===== src/rtl/rvfi_retire_monitor.sv =====
// RVFI retirement stream checker: order, pc continuity, x0 writes,
// post-halt activity and retirement timeout, with first-error capture.
module rvfi_retire_monitor #(
   parameter int COUNT_W = 32,
   parameter int TIMEOUT = 1024
) (
   input  logic               clk_i,
   input  logic               rst_i,
   input  logic               rvfi_valid,
   input  logic [63:0]        rvfi_order,
   input  logic               rvfi_trap,
   input  logic               rvfi_halt,
   input  logic [4:0]         rvfi_rd_addr,
   input  logic [31:0]        rvfi_rd_wdata,
   input  logic [31:0]        rvfi_pc_rdata,
   input  logic [31:0]        rvfi_pc_wdata,
   input  logic               clear_i,
   output logic [COUNT_W-1:0] retired_count_o,
   output logic [15:0]        trap_count_o,
   output logic [1:0]         state_o,
   output logic               err_o,
   output logic [2:0]         err_code_o,
   output logic [63:0]        err_order_o
);

   typedef enum logic [1:0] {
      IDLE   = 2'd0,
      RUN    = 2'd1,
      HALTED = 2'd2,
      ERROR  = 2'd3
   } state_t;

   localparam int IW = $clog2(TIMEOUT) + 1;

   state_t        state;
   logic [63:0]   prev_order;
   logic [31:0]   prev_pc;
   logic          prev_trap;
   logic [IW-1:0] idle_cnt;

   logic       active;
   logic       order_err;
   logic       pc_err;
   logic       x0_err;
   logic       halt_err;
   logic       to_err;
   logic [2:0] code;

   assign active = (state == IDLE) || (state == RUN);

   assign order_err = rvfi_valid &&
      (((state == IDLE) && (rvfi_order != 64'd0)) ||
       ((state == RUN) && (rvfi_order != prev_order + 64'd1)));

   // A trapping instruction legitimately redirects, so its pc_wdata is not trusted
   assign pc_err = rvfi_valid && (state == RUN) && !prev_trap &&
                   (rvfi_pc_rdata != prev_pc);

   assign x0_err = rvfi_valid && (state != ERROR) &&
                   (rvfi_rd_addr == 5'd0) && (rvfi_rd_wdata != 32'd0);

   assign halt_err = rvfi_valid && (state == HALTED);

   assign to_err = !rvfi_valid && (state == RUN) &&
                   (idle_cnt == IW'(TIMEOUT - 1));

   // Lowest code wins when several checks fire together
   always_comb begin
      code = 3'd0;
      if (order_err)     code = 3'd1;
      else if (pc_err)   code = 3'd2;
      else if (x0_err)   code = 3'd3;
      else if (halt_err) code = 3'd4;
      else if (to_err)   code = 3'd5;
   end

   always_ff @(posedge clk_i or posedge rst_i) begin
      if (rst_i) begin
         state           <= IDLE;
         prev_order      <= '0;
         prev_pc         <= '0;
         prev_trap       <= 1'b0;
         idle_cnt        <= '0;
         retired_count_o <= '0;
         trap_count_o    <= '0;
         err_o           <= 1'b0;
         err_code_o      <= '0;
         err_order_o     <= '0;
      end else if (clear_i) begin
         state           <= IDLE;
         prev_order      <= '0;
         prev_pc         <= '0;
         prev_trap       <= 1'b0;
         idle_cnt        <= '0;
         retired_count_o <= '0;
         trap_count_o    <= '0;
         err_o           <= 1'b0;
         err_code_o      <= '0;
         err_order_o     <= '0;
      end else if (state != ERROR) begin
         if (rvfi_valid && active) begin
            if (!(&retired_count_o))
               retired_count_o <= retired_count_o + 1'b1;
            if (rvfi_trap && !(&trap_count_o))
               trap_count_o <= trap_count_o + 1'b1;
            prev_order <= rvfi_order;
            prev_pc    <= rvfi_pc_wdata;
            prev_trap  <= rvfi_trap;
         end
         if (state == RUN)
            idle_cnt <= rvfi_valid ? '0 : idle_cnt + 1'b1;
         if (code != 3'd0) begin
            state       <= ERROR;
            err_o       <= 1'b1;
            err_code_o  <= code;
            err_order_o <= rvfi_valid ? rvfi_order : 64'd0;
            idle_cnt    <= '0;
         end else if (rvfi_valid && active) begin
            state <= rvfi_halt ? HALTED : RUN;
         end
      end
   end

   assign state_o = state;

endmodule

===== config.mk =====
export PLATFORM = sky130hd
export DESIGN_NAME = rvfi_retire_monitor
export DESIGN_NICKNAME = d
export VERILOG_FILES = /design/src/rtl/rvfi_retire_monitor.sv
export SDC_FILE = /design/constraint.sdc
export NUM_CORES = 1
export LEC_CHECK = 0
export ABC_AREA = 1
export BUFFER_PORTS_ARGS = -buffer_cell sky130_fd_sc_hd__clkbuf_2
export CAP_MARGIN = 20
export CORE_UTILIZATION = 56
export DETAILED_ROUTE_END_ITERATION = 8
export GPL_ROUTABILITY_DRIVEN = 0
export PLACE_DENSITY = 0.82
export SLEW_MARGIN = 20
export SYNTH_ARGS = -nofsm -noshare
export SYNTH_HDL_FRONTEND = slang
export SYNTH_SLANG_ARGS = --single-unit

===== constraint.sdc =====
create_clock -name clk_i -period 8.73 [get_ports clk_i]
set_clock_uncertainty 0.05 [all_clocks]
set_input_delay 0.873 -clock clk_i [delete_from_list [all_inputs] [get_ports clk_i]]
set_output_delay 0.873 -clock clk_i [all_outputs]
set_load 0.005 [all_outputs]

==> flow_summary.toml, run 1 <==
[status]
status = "complete, no violations"

[power_and_ir_drop]
power_leakage_nw = 7.655
internal_power_mw = 2.004
powerDensity_mw_per_mm2 = 180.2
seq_power_share_pct = 42.1
p_comb_share_pct = 18.7
max-vdd-ir-drop_mv = 0.1463
swShare_pct = 30.09
clkPwrFrac_pct = 39.2
switching_power_uw = 862.7

[finish]
multi_input_area_mm2 = 0.006782
final_core_util_pct = 67.77
syn_to_final_growth_pct = 19.01
n_fill_cell = 2012
n_antenna_cell = 0
layout-drive-gt1-share_pct = 17.19
final_nets = 2305
instances_no_fill = 2465
regArea_mm2 = 0.005655

[clock_tree]
cts_sinks = 226
ctsResizeCount = 0
htree_levels = 1
cts_setup_buffers = 0
clk_path_buf_depth = 3
cts_tree = "done"
postCtsHoldBufs = 0
insertion_delay_ns = 0.55
cts.clk_slew.worst_paths_ns = 0.06
cts_root_buffer = "clkbuf_16"
cts_buffers = 24

[sta]
rsz0062_at_grt = "false"
period_minus_slack_ns = 4.164
max_freq_mhz = 240.2
hold_slack_ns = 0.4206
setup_tns_ns = 0
min_period_over_period_pct = 47.69
relSlewSlack_pct = 33.71
setup_violations = 0
tightest_slew_ns = 0.9943
final_max_slew_viol_count = 0
final_hold_viol_count = 0

[grt]
grtUsageTotal_pct = 32.47
antenna_found_initial = 0
grt_max_degree = 143
first_global_vias = 12730
grt_pass1_wl_mm = 63.24
grt_overflow = 0

[detailed_routing]
routed_wirelength_mm = 39.64
via_per_inst = 5.553
drcViolationCount = 0
wl_per_cell_um = 16.08
dr.pass1.iters = 6
dr.first_iter.drc_count = 1158
vias = 13690
ant_nets = 0

[die]
die_h_um = 156.5
initial_core_util_pct = 56.94
die_w_um = 156.5
die-area_mm2 = 0.02449
io_pins = 289
core_area_mm2 = 0.02347
row_count = 56

[placed_design]
dp_hpwl_mm = 29.55
portBuffers = 288
dp.cells = 2422

[synth]
syn_area_per_cell_um2 = 7.166
synthAdderAreaFrac_pct = 0.3745
synth_simple_gate_area_share_pct = 35.09
syn_inst = 1865
muxShareOfSynthArea_pct = 0
syn_nets = 2040
synth-compound-area-share_pct = 9.418
ys_seq_elements = 226
yosysWarnings = 0
synth_area_mm2 = 0.01337
synth_cell_types = 42
synth_top_family_by_area = "simple AND/OR/NAND/NOR gates"
yosysSeqAreaShare_pct = 42.31
synth-xor-area-share_pct = 5.767

[worst_setup_path]
path_class = "reg -> reg"
worstPathRequired_ns = 9.08
cp.arrival_ns = 4.51
cp_max_fo = 55
cp-end-kind = "flop"
cp-start-kind = "flop"

[min_path]
hold_path_class = "reg -> reg"

[job]
maxCapViolCount = 0
[per-stage QoR]
step | power [mW] | cell area (um2) | setup slack [ns]
2_1_floorplan | 1.555 | 13370 | 1.616
3_3_place_gp | 1.737 | 15010 | 4.042
3_5_place_dp | 1.750 | 15010 | 3.950
4_1_cts | 2.870 | 15880 | 4.045
5_1_grt | 2.994 | 15910 | 4.195
6_report | 2.867 | 15910 | 4.566
[cell families after synthesis]
group | Yosys count
compound gates | 224
simple gates | 1088
xor+xnor | 88
flops | 226
buf+inv | 235
fa+ha+maj | 4
[power groups by stage]
| stage | clock network, mW | logic, mW | registers, mW |
|---|---|---|---|
| after global placement | 0 | 0.516 | 1.22 |
| final | 1.12 | 0.535 | 1.21 |
| after detailed placement | 0 | 0.526 | 1.22 |
| after floorplan | 0 | 0.344 | 1.21 |
| after CTS | 1.13 | 0.531 | 1.21 |
| after global routing | 1.18 | 0.598 | 1.22 |
[state kept, by name, summed over array words and instances, names as in the netlist]
name             flops
err_code_o           3
err_o                1
err_order_o         64
idle_cnt            11
prev_order          64
prev_pc             32
prev_trap            1
retired_count_o     32
state_o              2
trap_count_o        16
[synth_stat cells]
| cell | n | area, um2 |
|---|---|---|
| nand2_1 | 592 | 2222 |
| ha_1 | 4 | 50.05 |
| clkbuf_1 | 37 | 138.9 |
| inv_2 | 2 | 7.510 |
| a2111oi_0 | 1 | 8.760 |
| buf_4 | 5 | 37.54 |
| and3_1 | 3 | 18.77 |
| buf_6 | 5 | 56.30 |
| or2_2 | 9 | 56.30 |
| a21oi_1 | 33 | 165.2 |
| o21ai_1 | 22 | 110.1 |
| inv_1 | 172 | 645.6 |
| nor2_2 | 9 | 56.30 |
| o32ai_1 | 14 | 122.6 |
| nor2_1 | 194 | 728.2 |
| dfrtp_1 | 226 | 5655 |
| nand3_1 | 128 | 640.6 |
| nor3b_1 | 2 | 15.01 |
| o21ai_0 | 123 | 615.6 |
| a211oi_1 | 4 | 30.03 |
| o211a_1 | 1 | 10.01 |
| nand4_4 | 1 | 21.27 |
| buf_1 | 10 | 37.54 |
| nor2_4 | 5 | 56.30 |
| o2111ai_1 | 3 | 26.28 |
| nand2_2 | 2 | 12.51 |
| nand3b_1 | 10 | 75.07 |
| a31oi_1 | 3 | 18.77 |
| o21a_1 | 3 | 22.52 |
| buf_2 | 2 | 10.01 |
| xor2_1 | 49 | 429.2 |
| a21boi_0 | 1 | 7.510 |
| o21bai_1 | 6 | 45.04 |
| nand4_1 | 62 | 387.9 |
| nor3_1 | 37 | 185.2 |
| and2_1 | 1 | 6.260 |
| xnor2_1 | 39 | 341.6 |
| or4_1 | 1 | 7.510 |
| clkinv_1 | 2 | 7.510 |
| o21ai_2 | 1 | 8.760 |
| nor4_1 | 32 | 200.2 |
| o31ai_1 | 9 | 67.56 |
[critical path: stages (launching register included)]
cell     delay [ns]
dfrtp_1        0.42
ha_1           0.21
inv_1          0.07
nor2_2         0.21
nand2_1        0.12
nor2_1         0.19
nand2_1        0.21
nor2_1         0.18
nor2_1         0.06
nor2_1         0.11
nand2_1        0.07
nor2_1         0.10
nand2_1        0.06
nor2_1         0.08
nand2_1        0.11
o21ai_2        0.25
nand4_4        0.36
nor2_4         0.45
buf_4          0.50
o21ai_0        0.16
[cells in the final DEF (no fill, tap or decap), drive strengths merged, types with 2 or more instances in the layout]
cell and n:
a211oi 4, a21oi 33, a31oi 3, and3 3, buf 10, bufinv 5, clkbuf 321, clkinv 5
dfrtp 226, ha 4, inv 175, nand2 594, nand3 128, nand3b 10, nand4 63, nor2 208
nor3 37, nor3b 2, nor4 32, o2111ai 3, o21a 3, o21ai 146, o21bai 6, o31ai 9
o32ai 14, or2 9, xnor2 39, xor2 49
[path summary, 6_finish.rpt]
path	start	endpoint	slack [ns]	depth (start not counted)
setup / recovery	prev_order[0]	err_order_o[26]	4.57	19
hold reg to reg	err_code_o[2]	err_code_o[2]	0.42	2
min in group asynchronous	rst_i	err_order_o[1]	0.51	2
hold / removal	err_code_o[2]	err_code_o[2]	0.42	2
max in group asynchronous	rst_i	prev_order[25]	6.75	3
setup reg to reg	prev_order[0]	err_order_o[26]	4.57	19
[layer usage]
layer  part of all wire [%]  GRT usage [%]  routed length, um  vias to the layer above
li1                       -              -                  -                     6631
met1                     41          42.52              16150                     6368
met2                     47          53.87              18650                      595
met3                    9.0          6.591               3585                       93
met4                    3.2          10.36               1251                        0
met5                      0              0                  0                        -
[layout make-up]
type	instances	area share [%]
clock inverters	9	1.227
repair buffers	298	9.636
multi-input cells	1404	42.63
inverters	176	4.200
clock buffers	33	4.240
well taps	319	2.509
flip-flops and latches	226	35.55
Note: power is estimated with default switching activity, not from simulation.
==> run 2, diff against run 1 <==
==> constraint.sdc (replaced) <==
create_clock -name clk_i -period 4.2 [get_ports clk_i]
set_clock_uncertainty 0.05 [all_clocks]
set_input_delay 0.42 -clock clk_i [delete_from_list [all_inputs] [get_ports clk_i]]
set_output_delay 0.42 -clock clk_i [all_outputs]
set_load 0.005 [all_outputs]
==> run 2 against run 1 <==
Net effect: register-to-register slack got worse by 4.0 ns; routed wire length is 2.3% higher; fmax grew 14%; die area is the same; combinational power rose by 110%; clock power rose by 98%; utilization grew 0.096 points; critical path type unchanged.
==> flow_summary.toml, run 2 (synthesis gave the netlist of run 1 again) <==
[min_path]
holdPathStages = 3
hold_start = "rvfi_pc_wdata[0]"
hold_path_class = "in -> reg"
min_to = "prev_pc[0]"

[grt]
antenna_found_initial = 0
grt_pass1_wl_mm = 64.80
grt_overflow = 0
grt_max_degree = 104
grtUsageTotal_pct = 33.32
first_global_vias = 13200

[detailed_routing]
dr.first_iter.drc_count = 1354
ant_nets = 0
drcViolationCount = 0
routed_wirelength_mm = 40.55
via_per_inst = 5.617
wl_per_cell_um = 16.39
dr.pass1.iters = 6
vias = 13900

[worst_setup_path]
max_stage_delay_ns = 0.45
rrSetupSlack_ns = 0.54
worstPathRequired_ns = 4.54
cp.arrival_ns = 4.00
cp-start-kind = "flop"
crit_family = "simple AND/OR/NAND/NOR gates"
reg2regPathDepth = 19
path_buf_inv = 3
cp-end-kind = "flop"
cpMaxStageDelayCell = "buf_4"
reg2reg_to = "err_order_o[32]"
critical_path.cell_chain = "ha_1 > inv_1 > nor2_2 > nand2_2 > nor2_4 > nand2_1 > o21ai_0 > nand2_1 > inv_1 > nand2_1 > nor2_1 > nand2_1 > nor2_1 > nand2_1 > o21ai_2 > nand4_4 > nor2_4 > buf_4 > o21ai_0"
reg2reg_from = "prev_order[0]"
path_class = "reg -> reg"
cp_max_fo = 59
crit_top_cell = "nand2_1"

[sta]
final_hold_viol_count = 0
relSlewSlack_pct = 28.50
rsz0062_at_grt = "false"
tightest_slew_ns = 1.073
min_period_over_period_pct = 87.16
period_minus_slack_ns = 3.661
max_freq_mhz = 273.2
setup_tns_ns = 0
final_max_slew_viol_count = 0
setup_violations = 0

[power_and_ir_drop]
clkPwrFrac_pct = 37.9
switching_power_mw = 1.817
seq_power_share_pct = 42.8
p_comb_share_pct = 19.3
power_leakage_nw = 7.672
swShare_pct = 30.98
powerDensity_mw_per_mm2 = 368.1
internal_power_mw = 4.047
max-vdd-ir-drop_mv = 0.2574

[die]
die_h_um = 156.5
row_count = 56
die_w_um = 156.5
core_area_mm2 = 0.02347
initial_core_util_pct = 56.94
io_pins = 289
die-area_mm2 = 0.02449

[clock_tree]
clk_path_buf_depth = 3
cts_setup_buffers = 0
htree_levels = 1
ctsResizeCount = 0
cts_buffers = 25
cts_sinks = 226
insertion_delay_ns = 0.54
cts_root_buffer = "clkbuf_16"
cts.clk_slew.worst_paths_ns = 0.06
cts_tree = "done"
postCtsHoldBufs = 0

[finish]
syn_to_final_growth_pct = 19.18
final_common_cell = "nand2_1"
final_nets = 2311
layout-drive-gt1-share_pct = 17.45
final_core_util_pct = 67.86
n_fill_cell = 2039
largestRegisters = "err_order_o x64, prev_order x64"
final_cell_mix = "592 x nand2_1, 288 x clkbuf_2, 226 x dfrtp_1"
final_cell_area_mm2 = 0.01593

[placed_design]
dpl_cell_area_mm2 = 0.01506
portBuffers = 288
dp_hpwl_mm = 30.06

[job]
maxCapViolCount = 0

[status]
status = "complete, no violations"
-- run 2: changes by cell type in the layout (fill, tap and decap cells not counted), sizes merged --
cell | previous run | this run
clkinvlp | 0 | 1
bufinv | 5 | 2
buf | 10 | 14
clkbuf | 321 | 324
clkinv | 5 | 8
dlygate4sd3 | 0 | 1
diode | 0 | 1
-- run 2: area by class of cell --
cell class	instances	area (um2)	area share (%)
Antenna cell	1	2.502	0.01571
Clock buffer	36	716.9	4.501
Clock inverter	10	107.6	0.6755
Inverter	176	664.4	4.171
Multi-Input combinational cell	1404	6782	42.57
Sequential cell	226	5655	35.50
Tap cell	319	399.1	2.506
Timing Repair Buffer	303	1602	10.05
-- run 2: worst max path at each step --
stage | startpoint | to | slack, ns | cells past startpoint
after global routing | prev_order[0] | err_order_o[15] | 0.28 | 20
after global placement | prev_order[0] | idle_cnt[8] | 0.87 | 20
after detailed placement | prev_order[0] | err_order_o[32] | 0.69 | 19
final | prev_order[0] | err_order_o[32] | 0.54 | 19
after CTS | prev_order[0] | err_order_o[13] | 0.68 | 20
after floorplan | rst_i | err_code_o[0] | 0.78 | 1
-- run 2: power groups by stage --
stage | clock network (mW) | logic, mW | registers [mW]
finish | 2.22 | 1.13 | 2.51
global route | 2.32 | 1.26 | 2.53
CTS | 2.24 | 1.12 | 2.51
detailed placement | 0 | 1.12 | 2.54
global placement | 0 | 1.09 | 2.54
floorplan | 0 | 0.715 | 2.52
-- run 2: tightest hold or removal path: stages --
cell      delay (ns)
clkbuf_2        0.08
nand3_1         0.06
nand2_1         0.05
-- run 2: metal layers --
layer / share of wire (%) / GRT usage [%] / up-vias
met5: 0 / 0 / -
met4: 4.4 / 14.71 / 0
met3: 9.5 / 6.813 / 137
met2: 46 / 55.21 / 694
met1: 40 / 42.14 / 6434
li1: - / - / 6637
-- run 2: per-stage QoR --
stage | hold WS (ns) | setup WS (ns) | instances | total power, mW
6_report | 0.07058 | 0.5393 | 2475 | 5.863
5_1_grt | 0.07516 | 0.2763 | 2474 | 6.105
4_1_cts | 0.05942 | 0.6751 | 2472 | 5.875
3_5_place_dp | 0.4106 | 0.6922 | 2426 | 3.659
3_3_place_gp | 0.4060 | 0.8706 | 2426 | 3.629
2_1_floorplan | 0.4125 | 0.7780 | 1865 | 3.232
==> run 3, diff against run 2 <==
--- a/config.mk
+++ b/config.mk
@@ -11,7 +11,7 @@
 export CORE_UTILIZATION = 56
 export DETAILED_ROUTE_END_ITERATION = 8
 export GPL_ROUTABILITY_DRIVEN = 0
-export PLACE_DENSITY = 0.82
+export PLACE_DENSITY = 0.79
 export SLEW_MARGIN = 20
 export SYNTH_ARGS = -nofsm -noshare
 export SYNTH_HDL_FRONTEND = slang
==> run 3 against run 2 <==
Net effect: register-to-register slack better by 0.09 ns; routed wire length is 1.7% lower; cell area is 0.19% lower; clock power hardly changed.
==> flow_summary.toml, run 3 (synthesis gave the netlist of run 1 again) <==
[finish]
final_common_cell = "nand2_1"
n_fill_cell = 2078
largestRegisters = "err_order_o x64, prev_order x64"
multi_input_area_mm2 = 0.006782
final_nets = 2310
layout-drive-gt1-share_pct = 17.43
syn_to_final_growth_pct = 18.96
regArea_mm2 = 0.005655
instances_no_fill = 2472
final_cell_mix = "592 x nand2_1, 288 x clkbuf_2, 226 x dfrtp_1"

[detailed_routing]
drcViolationCount = 0
highest_layer = "met4"
dr.first_iter.drc_count = 1162
wl_met2_mm = 18.46
routed_wirelength_mm = 39.87
ant_nets = 0
wl_met1_mm = 16.34
dr.pass1.iters = 8
wl_per_cell_um = 16.13
wl_met3_mm = 3.493
vias = 13710
via_per_inst = 5.544

[clock_tree]
cts_setup_buffers = 0
cts_sinks = 226
htree_levels = 1
ctsResizeCount = 0
insertion_delay_ns = 0.53
clk_path_buf_depth = 3
cts_root_buffer = "clkbuf_16"
cts_tree = "done"
cts.clk_slew.worst_paths_ns = 0.06
cts_buffers = 24

[worst_setup_path]
path_class = "reg -> reg"
cp-start-kind = "flop"
cp_max_fo = 17
worstPathRequired_ns = 4.57
cp.arrival_ns = 3.94
cp-end-kind = "flop"

[grt]
grt_pass1_wl_mm = 63.65
first_global_vias = 12780
grt_max_degree = 118
grtUsageTotal_pct = 32.74
antenna_found_initial = 0
grt_overflow = 0

[sta]
relSlewSlack_pct = 32.08
min_period_over_period_pct = 85.06
setup_violations = 0
rsz0062_at_grt = "false"
setup_tns_ns = 0
final_hold_viol_count = 0
max_freq_mhz = 279.9
tightest_slew_ns = 1.019
final_max_slew_viol_count = 0
period_minus_slack_ns = 3.573

[power_and_ir_drop]
switching_power_mw = 1.797
swShare_pct = 30.75
max-vdd-ir-drop_mv = 0.2643
powerDensity_mw_per_mm2 = 367.6
internal_power_mw = 4.047
p_comb_share_pct = 19.3
seq_power_share_pct = 42.9
power_leakage_nw = 7.654
clkPwrFrac_pct = 37.8

[die]
row_count = 56
die-area_mm2 = 0.02449
initial_core_util_pct = 56.94
die_w_um = 156.5
io_pins = 289
die_h_um = 156.5
core_area_mm2 = 0.02347

[min_path]
hold_path_class = "in -> reg"

[job]
maxCapViolCount = 0

[placed_design]
portBuffers = 288
dp_hpwl_mm = 29.83
dp.cells = 2427

[status]
status = "complete, no violations"
run 3: changes by cell type in the layout (fill, tap and decap cells not counted):
cell	previous run	this run
clkinvlp_4	1	2
clkbuf_8	5	4
bufinv_16	2	3
clkbuf_1	6	4
clkinv_4	1	0
buf_16	1	0
buf_4	11	12
clkinv_8	0	1
inv_6	1	0
clkbuf_16	25	24
run 3: cell type report:
type | instances | area share, %
multi-input combinational | 1404 | 42.65
sequential | 226 | 35.57
timing repair buffer | 303 | 9.947
clock buffer | 32 | 4.218
inverter | 176 | 4.179
tap | 319 | 2.510
clock inverter | 11 | 0.9050
antenna | 1 | 0.01574
run 3: power by group through the flow:
stage,clock network (mW),registers (mW),logic [mW]
after floorplan,0,2.52,0.715
after global placement,0,2.54,1.10
after detailed placement,0,2.54,1.12
after CTS,2.23,2.51,1.13
after global routing,2.31,2.53,1.26
final,2.21,2.51,1.13
run 3: per-stage QoR:
stage,utilization (%),hold WS [ns],power (mW),instance area [um2],setup WS [ns]
2_1_floorplan,-,0.4125,3.232,13370,0.7780
3_3_place_gp,64.21,0.3027,3.635,15070,0.8530
3_5_place_dp,64.21,0.3084,3.661,15070,0.7311
4_1_cts,67.72,0.06040,5.867,15900,0.7154
5_1_grt,67.72,0.07566,6.093,15900,0.3542
6_report,67.73,0.06797,5.845,15900,0.6273
run 3: worst max-delay path, stage by stage, from the launching register on:
cell     delay (ns)
dfrtp_1        0.43
ha_1           0.23
inv_1          0.07
nor2_2         0.21
nand2_2        0.15
nor2_4         0.18
nand2_1        0.11
nor2_1         0.26
nand2_1        0.09
nand2_1        0.07
nand2_1        0.07
nor2_1         0.10
nand2_1        0.06
nor2_1         0.09
nand2_1        0.10
o21ai_2        0.23
nand3_1        0.17
nor2_4         0.36
nand2_1        0.23
nand2_1        0.12
o21ai_1        0.06
run 3: worst paths after layout:
check	startpoint	end	slack [ns]	depth (start not counted)
worst min register to register	err_code_o[2]	err_code_o[2]	0.42	2
worst min-delay path	rvfi_pc_wdata[2]	prev_pc[2]	0.07	3
worst max register to register	prev_order[0]	idle_cnt[8]	0.63	20
min in group asynchronous	rst_i	err_order_o[5]	0.32	3
worst max-delay path	prev_order[0]	idle_cnt[8]	0.63	20
max in group asynchronous	rst_i	prev_pc[6]	2.87	4
run 3: per-layer routing:
metal  vias to the layer above  global-route usage [%]
li1                       6630                       -
met1                      6332                   42.75
met2                       632                   52.83
met3                       111                   6.702
met4                         0                   14.01
met5                         -                       0
run 3: timing repair:
| action | CTS | global route |
|---|---|---|
| hold buffers | 1 | 0 |
| endpoints found under the setup margin | 0 | 0 |
| endpoints found under the hold margin | 7 | 0 |
